## src/rtl/fxp_add_arbiter_if.sv

```systemverilog
// fxp_add_arbiter_if: request/response bundle between requesters, the shared adder and downstream
interface fxp_add_arbiter_if #(
  parameter int NUM_REQ    = 4,
  parameter int WORD_WIDTH = 16
);
  localparam int IW = $clog2(NUM_REQ);
  logic [NUM_REQ-1:0]            req_valid;
  logic [NUM_REQ-1:0]            req_ready;
  logic [NUM_REQ*WORD_WIDTH-1:0] req_op_a;
  logic [NUM_REQ*WORD_WIDTH-1:0] req_op_b;
  logic                          rsp_valid;
  logic                          rsp_ready;
  logic [WORD_WIDTH-1:0]         rsp_data;
  logic [IW-1:0]                 rsp_id;
  logic                          rsp_ovf;
  modport master (
    output req_valid, req_op_a, req_op_b, rsp_ready,
    input  req_ready, rsp_valid, rsp_data, rsp_id, rsp_ovf
  );
  modport slave (
    input  req_valid, req_op_a, req_op_b, rsp_ready,
    output req_ready, rsp_valid, rsp_data, rsp_id, rsp_ovf
  );
endinterface

```

## src/rtl/fxp_add_arbiter.sv

```systemverilog
// fxp_add_arbiter: round-robin shared fixed-point adder with one result register; FXP_ADD_ARBITER_SAT_EN enables saturation
module fxp_add_arbiter #(
  parameter int NUM_REQ    = 4,
  parameter int WORD_WIDTH = 16,
  parameter int FRAC_WIDTH = 8
) (
  input logic clk,
  input logic rst,
  fxp_add_arbiter_if.slave bus
);
  localparam int IW = $clog2(NUM_REQ);
  localparam int W  = WORD_WIDTH;
  if (NUM_REQ < 2 || NUM_REQ > 8 || FRAC_WIDTH >= WORD_WIDTH || FRAC_WIDTH < 0) begin : g_bad_cfg
    $error("fxp_add_arbiter: illegal parameter combination");
  end
  logic [IW-1:0]      rr_ptr_q, rr_ptr_d, gnt;
  logic [IW-1:0]      cand [NUM_REQ];
  logic               found, free, xfer, ovf;
  logic [W-1:0]       a, b, res;
  logic [W:0]         sum;
  logic               rsp_valid_q, rsp_valid_d, rsp_ovf_q, rsp_ovf_d;
  logic [W-1:0]       rsp_data_q, rsp_data_d;
  logic [IW-1:0]      rsp_id_q, rsp_id_d;
  logic [NUM_REQ-1:0] req_ready;
  for (genvar k = 0; k < NUM_REQ; k++) begin : g_cand
    assign cand[k] = IW'((32'(rr_ptr_q) + k) % NUM_REQ);
  end
  // first valid requester at or after rr_ptr; descending scan so the nearest candidate wins
  always_comb begin
    found = 1'b0;
    gnt   = '0;
    for (int k = NUM_REQ - 1; k >= 0; k--) begin
      if (bus.req_valid[cand[k]]) begin
        found = 1'b1;
        gnt   = cand[k];
      end
    end
  end
  assign free = ~rsp_valid_q | bus.rsp_ready;
  assign xfer = found & free & ~rst;
  // one-hot accept for the granted requester only
  always_comb begin
    req_ready = '0;
    if (xfer) req_ready[gnt] = 1'b1;
  end
  assign a   = bus.req_op_a[int'(gnt)*W +: W];
  assign b   = bus.req_op_b[int'(gnt)*W +: W];
  assign sum = {a[W-1], a} + {b[W-1], b};
  assign ovf = sum[W] ^ sum[W-1];
`ifdef FXP_ADD_ARBITER_SAT_EN
  assign res = ovf ? {a[W-1], {(W-1){~a[W-1]}}} : sum[W-1:0];
`else
  assign res = sum[W-1:0];
`endif
  // load result on transfer, drain on downstream accept, advance pointer past the winner
  always_comb begin
    rsp_valid_d = xfer | (rsp_valid_q & ~bus.rsp_ready);
    rsp_data_d  = xfer ? res : rsp_data_q;
    rsp_id_d    = xfer ? gnt : rsp_id_q;
    rsp_ovf_d   = xfer ? ovf : rsp_ovf_q;
    rr_ptr_d    = xfer ? ((gnt == IW'(NUM_REQ - 1)) ? '0 : gnt + IW'(1)) : rr_ptr_q;
  end
  // state register with synchronous reset
  always_ff @(posedge clk) begin
    if (rst) begin
      rsp_valid_q <= 1'b0;
      rsp_data_q  <= '0;
      rsp_id_q    <= '0;
      rsp_ovf_q   <= 1'b0;
      rr_ptr_q    <= '0;
    end else begin
      rsp_valid_q <= rsp_valid_d;
      rsp_data_q  <= rsp_data_d;
      rsp_id_q    <= rsp_id_d;
      rsp_ovf_q   <= rsp_ovf_d;
      rr_ptr_q    <= rr_ptr_d;
    end
  end
  assign bus.req_ready = req_ready;
  assign bus.rsp_valid = rsp_valid_q;
  assign bus.rsp_data  = rsp_data_q;
  assign bus.rsp_id    = rsp_id_q;
  assign bus.rsp_ovf   = rsp_ovf_q;
endmodule

```

## src/flat_wrapper.sv

```systemverilog
// flat-port wrapper written by rule: the top's interface ports become plain ports
module fxp_add_arbiter_flat 
#(
  parameter int NUM_REQ    = 4,
  parameter int WORD_WIDTH = 16,
  parameter int FRAC_WIDTH = 8
)
  (clk, rst, bus_req_valid, bus_req_op_a, bus_req_op_b, bus_rsp_ready, bus_req_ready, bus_rsp_valid, bus_rsp_data, bus_rsp_id, bus_rsp_ovf);
  fxp_add_arbiter_if #(.NUM_REQ(NUM_REQ), .WORD_WIDTH(WORD_WIDTH)) bus_i ();
  input logic clk;
  input logic rst;
  input wire logic [$bits(bus_i.req_valid)-1:0] bus_req_valid;
  input wire logic [$bits(bus_i.req_op_a)-1:0] bus_req_op_a;
  input wire logic [$bits(bus_i.req_op_b)-1:0] bus_req_op_b;
  input wire logic [$bits(bus_i.rsp_ready)-1:0] bus_rsp_ready;
  output wire logic [$bits(bus_i.req_ready)-1:0] bus_req_ready;
  output wire logic [$bits(bus_i.rsp_valid)-1:0] bus_rsp_valid;
  output wire logic [$bits(bus_i.rsp_data)-1:0] bus_rsp_data;
  output wire logic [$bits(bus_i.rsp_id)-1:0] bus_rsp_id;
  output wire logic [$bits(bus_i.rsp_ovf)-1:0] bus_rsp_ovf;
  assign bus_i.req_valid = bus_req_valid;
  assign bus_i.req_op_a = bus_req_op_a;
  assign bus_i.req_op_b = bus_req_op_b;
  assign bus_i.rsp_ready = bus_rsp_ready;
  assign bus_req_ready = bus_i.req_ready;
  assign bus_rsp_valid = bus_i.rsp_valid;
  assign bus_rsp_data = bus_i.rsp_data;
  assign bus_rsp_id = bus_i.rsp_id;
  assign bus_rsp_ovf = bus_i.rsp_ovf;
  fxp_add_arbiter #(.NUM_REQ(NUM_REQ), .WORD_WIDTH(WORD_WIDTH), .FRAC_WIDTH(FRAC_WIDTH)) u_core (.clk(clk), .rst(rst), .bus(bus_i));
endmodule
```

## config.mk

```make
export PLATFORM = sky130hd
export DESIGN_NAME = fxp_add_arbiter_flat
export DESIGN_NICKNAME = d
export VERILOG_FILES = /design/src/rtl/fxp_add_arbiter_if.sv /design/src/rtl/fxp_add_arbiter.sv /design/src/flat_wrapper.sv
export SDC_FILE = /design/constraint.sdc
export NUM_CORES = 1
export LEC_CHECK = 0
export BUFFER_PORTS_ARGS = -buffer_cell sky130_fd_sc_hd__buf_4
export CAP_MARGIN = 20
export CORE_ASPECT_RATIO = 0.75
export CORE_UTILIZATION = 41
export DETAILED_ROUTE_END_ITERATION = 12
export MAX_ROUTING_LAYER = met4
export PLACE_DENSITY = 0.79
export SYNTH_ARGS = -nofsm -noshare
export SYNTH_HDL_FRONTEND = slang
export SYNTH_SLANG_ARGS = --single-unit
export TNS_END_PERCENT = 30
```

## constraint.sdc

```tcl
create_clock -name clk -period 3 [get_ports clk]
set_input_delay 0.15 -clock clk [delete_from_list [all_inputs] [get_ports clk]]
set_output_delay 0.15 -clock clk [all_outputs]
set_load 0.1 [all_outputs]
```

Word level (Yosys, flattened, before mapping)
Index checks and enable logic that the tools add are counted.
{"block": "totals", "ff_bits": 22, "input_bits": 135, "out_inout_bits": 24, "wordCells": 49}
{"block": "classes", "n_addsub": 5, "magnitude_cmp": 6, "n_eq_ne": 1, "shift": 2, "mux": 20, "bitwise": 9, "reduce_logical": 1}
{"cell": "64-bit by 7-bit variable part select with 16-bit output", "n": 2}
{"cell": "16-bit by 16-bit adder with 17-bit output", "n": 1}
{"cell": "2-bit by 3-bit < comparator with 1-bit output (second input constant)", "n": 5}
{"cell": "2-bit 2-to-1 mux", "n": 5}
{"cell": "1-bit 2-to-1 mux", "n": 9}
{"cell": "1-bit binary-select mux with 2-bit select", "n": 4}
{"cell": "2-bit by 1-bit adder with 2-bit output (second input constant)", "n": 2}
{"cell": "2-bit adder (second input constant)", "n": 2}
{"cell": "4-bit 2-to-1 mux", "n": 1}
{"cell": "1-bit AND", "n": 3}
{"cell": "1-bit NOT", "n": 3}
{"cell": "1-bit demux with 2-bit select", "n": 1}
{"cell": "2-bit equality test (second input constant)", "n": 1}
{"cell": "2-bit by 1-bit greater-or-equal comparator with 1-bit output (second input constant)", "n": 1}
{"cell": "1-bit OR", "n": 2}
{"cell": "1-bit logical AND", "n": 1}
{"cell": "1-bit bitwise XOR", "n": 1}

Longest topological paths before layout
{"block": "depth", "ltp_word": 12, "depth_mapped": 17, "mapped_depth_nobuf": 15}

Worst setup path after synthesis
OpenSTA, ideal clock, no wires.
{"block": "synth_timing", "path_kind": "register -> register", "startpoint": "reg u_core.rr_ptr_q[0]", "endpoint": "reg u_core.rsp_data_q[14], in the netlist u_core.bus.rsp_data[14]", "setup_time_ps": 120, "t_arrival_ps": 3070, "t_required_ps": 2880, "slack_ps": -190, "path_stages_with_launch": 17, "path_buffers": 2, "synth_period_minus_slack_ps": 3190, "cell_sequence": "dfxtp_1 nor2_1 a211o_1 a21oi_4 buf_8 buf_12 mux2i_1 mux2i_1 ha_1 inv_1 fa_1 nand2b_1 a21o_1 a31o_2 o21bai_2 a311oi_1 a211o_1"}
{"block": "synth_via", "elab_chain_cells": 9, "elab_cells_between_ends": 24, "cone_classes": "add/sub (4); shift (2); mux (16); bitwise (2)"}
{"element": "from (decl)", "line_no": "fxp_add_arbiter.sv:16", "text": "logic [IW-1:0] rr_ptr_q, rr_ptr_d, gnt;"}
{"element": "from (signal assigned)", "line_no": "fxp_add_arbiter.sv:76", "text": "rr_ptr_q <= rr_ptr_d;"}
{"element": "2-bit adder", "line_no": "fxp_add_arbiter.sv:26", "text": "assign cand[k] = IW'((32'(rr_ptr_q) + k) % NUM_REQ);"}
{"element": "1-bit binary-select mux with 2-bit select", "line_no": "fxp_add_arbiter.sv:33", "text": "if (bus.req_valid[cand[k]]) begin"}
{"element": "1-bit 2-to-1 mux (implied by the code)", "line_no": "fxp_add_arbiter.sv:33"}
{"element": "2-bit 2-to-1 mux or 1-bit 2-to-1 mux (tied branches) (4 in series)", "line_no": "fxp_add_arbiter.sv:33"}
{"element": "64-bit by 7-bit variable part select with 16-bit output, or another cell as far along", "line_no": "fxp_add_arbiter.sv:46", "text": "assign a = bus.req_op_a[int'(gnt)*W +: W];"}
{"element": "16-bit by 16-bit adder with 17-bit output or 1-bit AND (tied branches)", "line_no": "fxp_add_arbiter.sv:48, fxp_add_arbiter.sv:40"}
{"element": "to (signal assigned)", "line_no": "fxp_add_arbiter.sv:73", "text": "rsp_data_q <= rsp_data_d;"}
{"element": "to (decl)", "line_no": "fxp_add_arbiter.sv:22", "text": "logic [W-1:0] rsp_data_q, rsp_data_d;"}
Parallel ways exist; a longest one is shown, timed or not. The select of a mux whose other input is x is not followed.
A chain may end at the register's enable or synchronous reset.

Worst setup path in the final report
{"block": "layout_timing", "startpoint": "reg u_core.rr_ptr_q[1]", "endpoint": "reg u_core.rsp_ovf_q, in the netlist u_core.bus.rsp_ovf"}
{"block": "layout_via", "elab_chain_cells": 10, "elab_cells_between_ends": 25, "cone_classes": "add/sub (4); shift (2); mux (16); bitwise (3)"}
{"element": "2-bit adder", "line_no": "fxp_add_arbiter.sv:26"}
{"element": "1-bit binary-select mux with 2-bit select", "line_no": "fxp_add_arbiter.sv:33"}
{"element": "1-bit 2-to-1 mux (implied by the code)", "line_no": "fxp_add_arbiter.sv:33"}
{"element": "2-bit 2-to-1 mux (4 in series)", "line_no": "fxp_add_arbiter.sv:33"}
{"element": "64-bit by 7-bit variable part select with 16-bit output, on equally long branches", "line_no": "fxp_add_arbiter.sv:46, fxp_add_arbiter.sv:47"}
{"element": "16-bit by 16-bit adder with 17-bit output", "line_no": "fxp_add_arbiter.sv:48", "text": "assign sum = {a[W-1], a} + {b[W-1], b};"}
{"element": "1-bit bitwise XOR", "line_no": "fxp_add_arbiter.sv:49", "text": "assign ovf = sum[W] ^ sum[W-1];"}
{"element": "to (signal assigned)", "line_no": "fxp_add_arbiter.sv:75", "text": "rsp_ovf_q <= rsp_ovf_d;"}
{"element": "to (decl)", "line_no": "fxp_add_arbiter.sv:21", "text": "logic rsp_valid_q, rsp_valid_d, rsp_ovf_q, rsp_ovf_d;"}
Parallel ways exist; a longest one is shown, timed or not. The select of a mux whose other input is x is not followed.

==> impl_results.md <==
* Number of iterations in the first detailed-routing pass at 4
* Violated checks: setup timing
* RSZ-0062 raised after global routing: true
* Clock transition at path regs at 0.08 ns
* Worst R2R Setup Slack at -0.21 ns
* Max-cap violation count at 0
* Initial standard-cell utilization of the core at 43.1%
* Transition time of the tightest slew-check pin at 0.631 ns
* Final Hold Fails at 0
* List of most frequent post-synthesis cells: mux2i_1 (97), dfxtp_1 (22), ha_1 (20)
* Number of cells on the worst reg-to-reg path at 14
* Minimum setup slack after placement at -0.175 ns
* Share of layout cells above drive strength 1 at 48.8%
* Kind of capture point of the worst setup path: register
* Detailed placer's ending HPWL at 6.60 mm
* Number of placed instances, taps included at 565
* Simple-gate share of the synthesized area at 12.5%
* Startpoint class of the critical path: register
* Most used DFF post-synth: dfxtp_1
* Fmax at 312 MHz
* Overflow left after global routing at 0
* Per-cell routed wire length at 15.3 µm
* Remaining antenna violation count at 0
* Path category of the worst min-delay check: input pin to register
* Post-synthesis adder-cell area fraction at 9.77%
* Worst ir drop on vdd at 0.480 mV
* Gr usage total at 25.2%
* Distinct cell type count of the synthesized netlist at 48
* Clock tree sinks at 22
* Worst path required time at 3.14 ns
* Type of the setup path with the least slack: register to register
* CTS Root Cell: clkbuf_8
* Post-Syn Instances at 311
* Final clock period utilization by the worst path at 107%
* Count of standard-cell rows at 25
* EDFF count, synth at 0
* Total die area at 7080 µm²
* Result of the run: finished, violations left
* Finished layout cell area at 4690 µm²
* Synth top area cells: mux2i_1 (35%), dfxtp_1 (16%), ha_1 (9.0%)
* Clock network latency to the later pin of the worst-skew pair at 0.27 ns
* Portion of netlist area occupied by mux cells at 35.9%
* Reg2Reg Capture Point: u_core.bus.rsp_ovf
* I/O Buffers at 158
* Final Wtd Congestion at 0.816
* Synthesized area at 2770 µm²
* Layout Area Growth over Synthesis at 69.7%
* Width of the die at 96.9 µm
* Most used standard cell by instance count after synthesis: mux2i_1
* Antenna violations before repair at 0
* Depth of the worst hold-timing path at 2
* R2r startpoint: u_core.rr_ptr_q[1]
* Clock buffers created by TritonCTS at 3
* Part of the Yosys area used for sequential elements at 15.9%
* Async set or reset register ratio after synthesis at 0%
* Post-layout minimum cycle time at 3.21 ns
* XOR/XNOR share of the synthesized area at 3.80%
* Placement-stage cell area at 4240 µm²
* Average vias per placed instance at 5.34
* Number of DRC violations after detailed routing at 0
* Maximum count of clock buffers along a single path at 2
* Hold buffer count at cts at 0
* Yosys reg bits at 22
* Initial drt markers at 144
* Power consumption at 3830 µW
* Synth Area in Compound Gates at 15.7%
* Layout Nets at 663
* Maximum fanout count along the critical path at 5
* Synth Net Count at 467
* P_leak at 0.00224 µW
* Count of final setup violators at 6
* Worst relative slew slack at 57.6%
* Count of synthesis-stage warnings from yosys at 0
* Setup clock skew after layout at 0.00234 ns
* Hold worst-path end: u_core.rr_ptr_q[0]
* Placeable core area at 6410 µm²
* Number of primary I/O pins at 159
* Clock tree from TritonCTS: built
* Final Util at 73.2%
* Maximum number of pins on one net before global-route repair at 25
* Global-route wire length before repair at 14.2 mm
* Via count at 3,134
* Max-slew violation total from the final report at 0
* Post-layout instance count excluding filler cells at 587
* Proportion of netlist area held by the largest area contributor at 35.1%
* Power per unit of standard cell area at 816 nW/µm²
* Hold path start: rst
* Dominant combinational cell family by area after synthesis: multiplexers
* Crit path arrival time at 3.35 ns
* Count of filler cells inserted in the layout at 467
* Routed WL at 8.97 mm
* Chip Height at 73.1 µm
* Largest area contributor in the synthesized netlist: mux2i_1
* Smallest setup slack after layout at -0.209 ns
* Deepest level of the CTS H-tree at 1
* Number of global-route vias before repair at 3,046
* Post-Synthesis Mean Instance Area at 8.90 µm²
* Inserted Diodes at 0
-- layout by cell type, fill, tap and decap left out, types with 2 or more instances in the layout --
cell type / n
buf_6: 3
mux2i_1: 94
dfxtp_1: 21
mux2i_2: 2
a21oi_1: 15
xnor2_1: 6
a211o_1: 2
a21o_1: 4
buf_4: 197
inv_1: 4
nand2_1: 17
a21oi_2: 3
or3_1: 2
nand3b_1: 18
o21a_1: 3
buf_16: 2
nor2_1: 9
o21ai_2: 3
o21ai_1: 12
inv_2: 2
ha_1: 18
buf_12: 7
nor2b_1: 2
o21bai_4: 2
o211ai_1: 4
ha_2: 2
clkbuf_8: 3
o21ai_0: 6
and2_1: 4
mux2_2: 2
xor2_1: 4
-- state kept, by name, summed over array words and instances (netlist names) --
name,cells
u_core.rr_ptr_q,2
u_core.bus.rsp_data,16
u_core.bus.rsp_valid,1
u_core.bus.rsp_id,2
u_core.bus.rsp_ovf,1
-- worst max path at each step --
stage / from / endpoint / slack, ns / cells past startpoint
6_report: u_core.rr_ptr_q[1] / u_core.bus.rsp_ovf / -0.21 / 14
5_1_grt: u_core.rr_ptr_q[1] / u_core.bus.rsp_ovf / -0.38 / 14
4_1_cts: u_core.rr_ptr_q[0] / u_core.bus.rsp_data[14] / -0.16 / 16
3_5_place_dp: bus_req_valid[0] / u_core.bus.rsp_data[14] / -0.17 / 17
3_3_place_gp: bus_req_valid[0] / u_core.bus.rsp_data[14] / -0.04 / 17
2_1_floorplan: u_core.rr_ptr_q[1] / u_core.bus.rsp_data[14] / -0.02 / 15
-- per-layer routing --
| metal | vias to the layer above | global-route usage, % | part of all wire [%] |
|---|---|---|---|
| li1 | 1548 | - | - |
| met3 | 8 | 3.07 | 7.2 |
| met2 | 141 | 45.7 | 50 |
| met4 | 0 | 3.65 | 0.61 |
| met1 | 1437 | 31.0 | 42 |
| met5 | - | - | 0 |
-- power by group --
group / total, µW / switching (µW) / leakage [µW] / internal (µW)
combinational: 3090 / 1820 / 0.00203 / 1270
sequential: 455 / 57.3 / 0.000183 / 398
clock: 283 / 104 / 0.0000357 / 178
-- what timing repair did --
| action | in CTS | in global routing |
|---|---|---|
| endpoints found under the hold margin | 0 | 0 |
| resized for setup | 21 | 18 |
| cloned | 3 | 0 |
| endpoints found under the setup margin | 8 | 11 |
| setup buffers | 12 | 3 |
| pin swaps | 17 | 10 |
-- critical path: stages, from the launching register on --
cell and delay [ns]:
dfxtp_1 0.35, a211o_1 0.32, a21oi_4 0.19, buf_12 0.16
buf_16 0.12, mux2i_1 0.26, mux2i_2 0.12, ha_1 0.35
buf_6 0.12, o211ai_1 0.09, a21o_1 0.21, a31o_4 0.25
o21ba_1 0.20, o2111ai_1 0.22, o211ai_1 0.13
-- metrics by stage --
stage | hold slack [ns] | TNS [ns]
6_report | 0.179 | -0.778
5_1_grt | 0.189 | -2.16
4_1_cts | 0.180 | -0.686
3_5_place_dp | 0.463 | -0.990
3_3_place_gp | 0.463 | -0.128
2_1_floorplan | 0.359 | -0.0226
-- cell type report --
cell class | count | area, µm² | area share, %
multi-input cells | 263 | 2310 | 49.2
repair buffers | 210 | 1740 | 37.1
flip-flops and latches | 22 | 442 | 9.41
well taps | 81 | 101 | 2.16
clock buffers | 3 | 41.3 | 0.880
clock inverters | 1 | 30.0 | 0.640
inverters | 7 | 28.8 | 0.613
-- logic make-up (layout without fill, tap and decap cells) --
family,Yosys count,count (layout)
and+or+nand+nor,63,63
xor gates and xnor gates,12,12
buffers and inverters,26,221
DFF,22,22
adders and majority gates,21,21
muxes,99,99
AOI/OAI and AO/OA,68,68
Power figures use the tool's default switching activity.
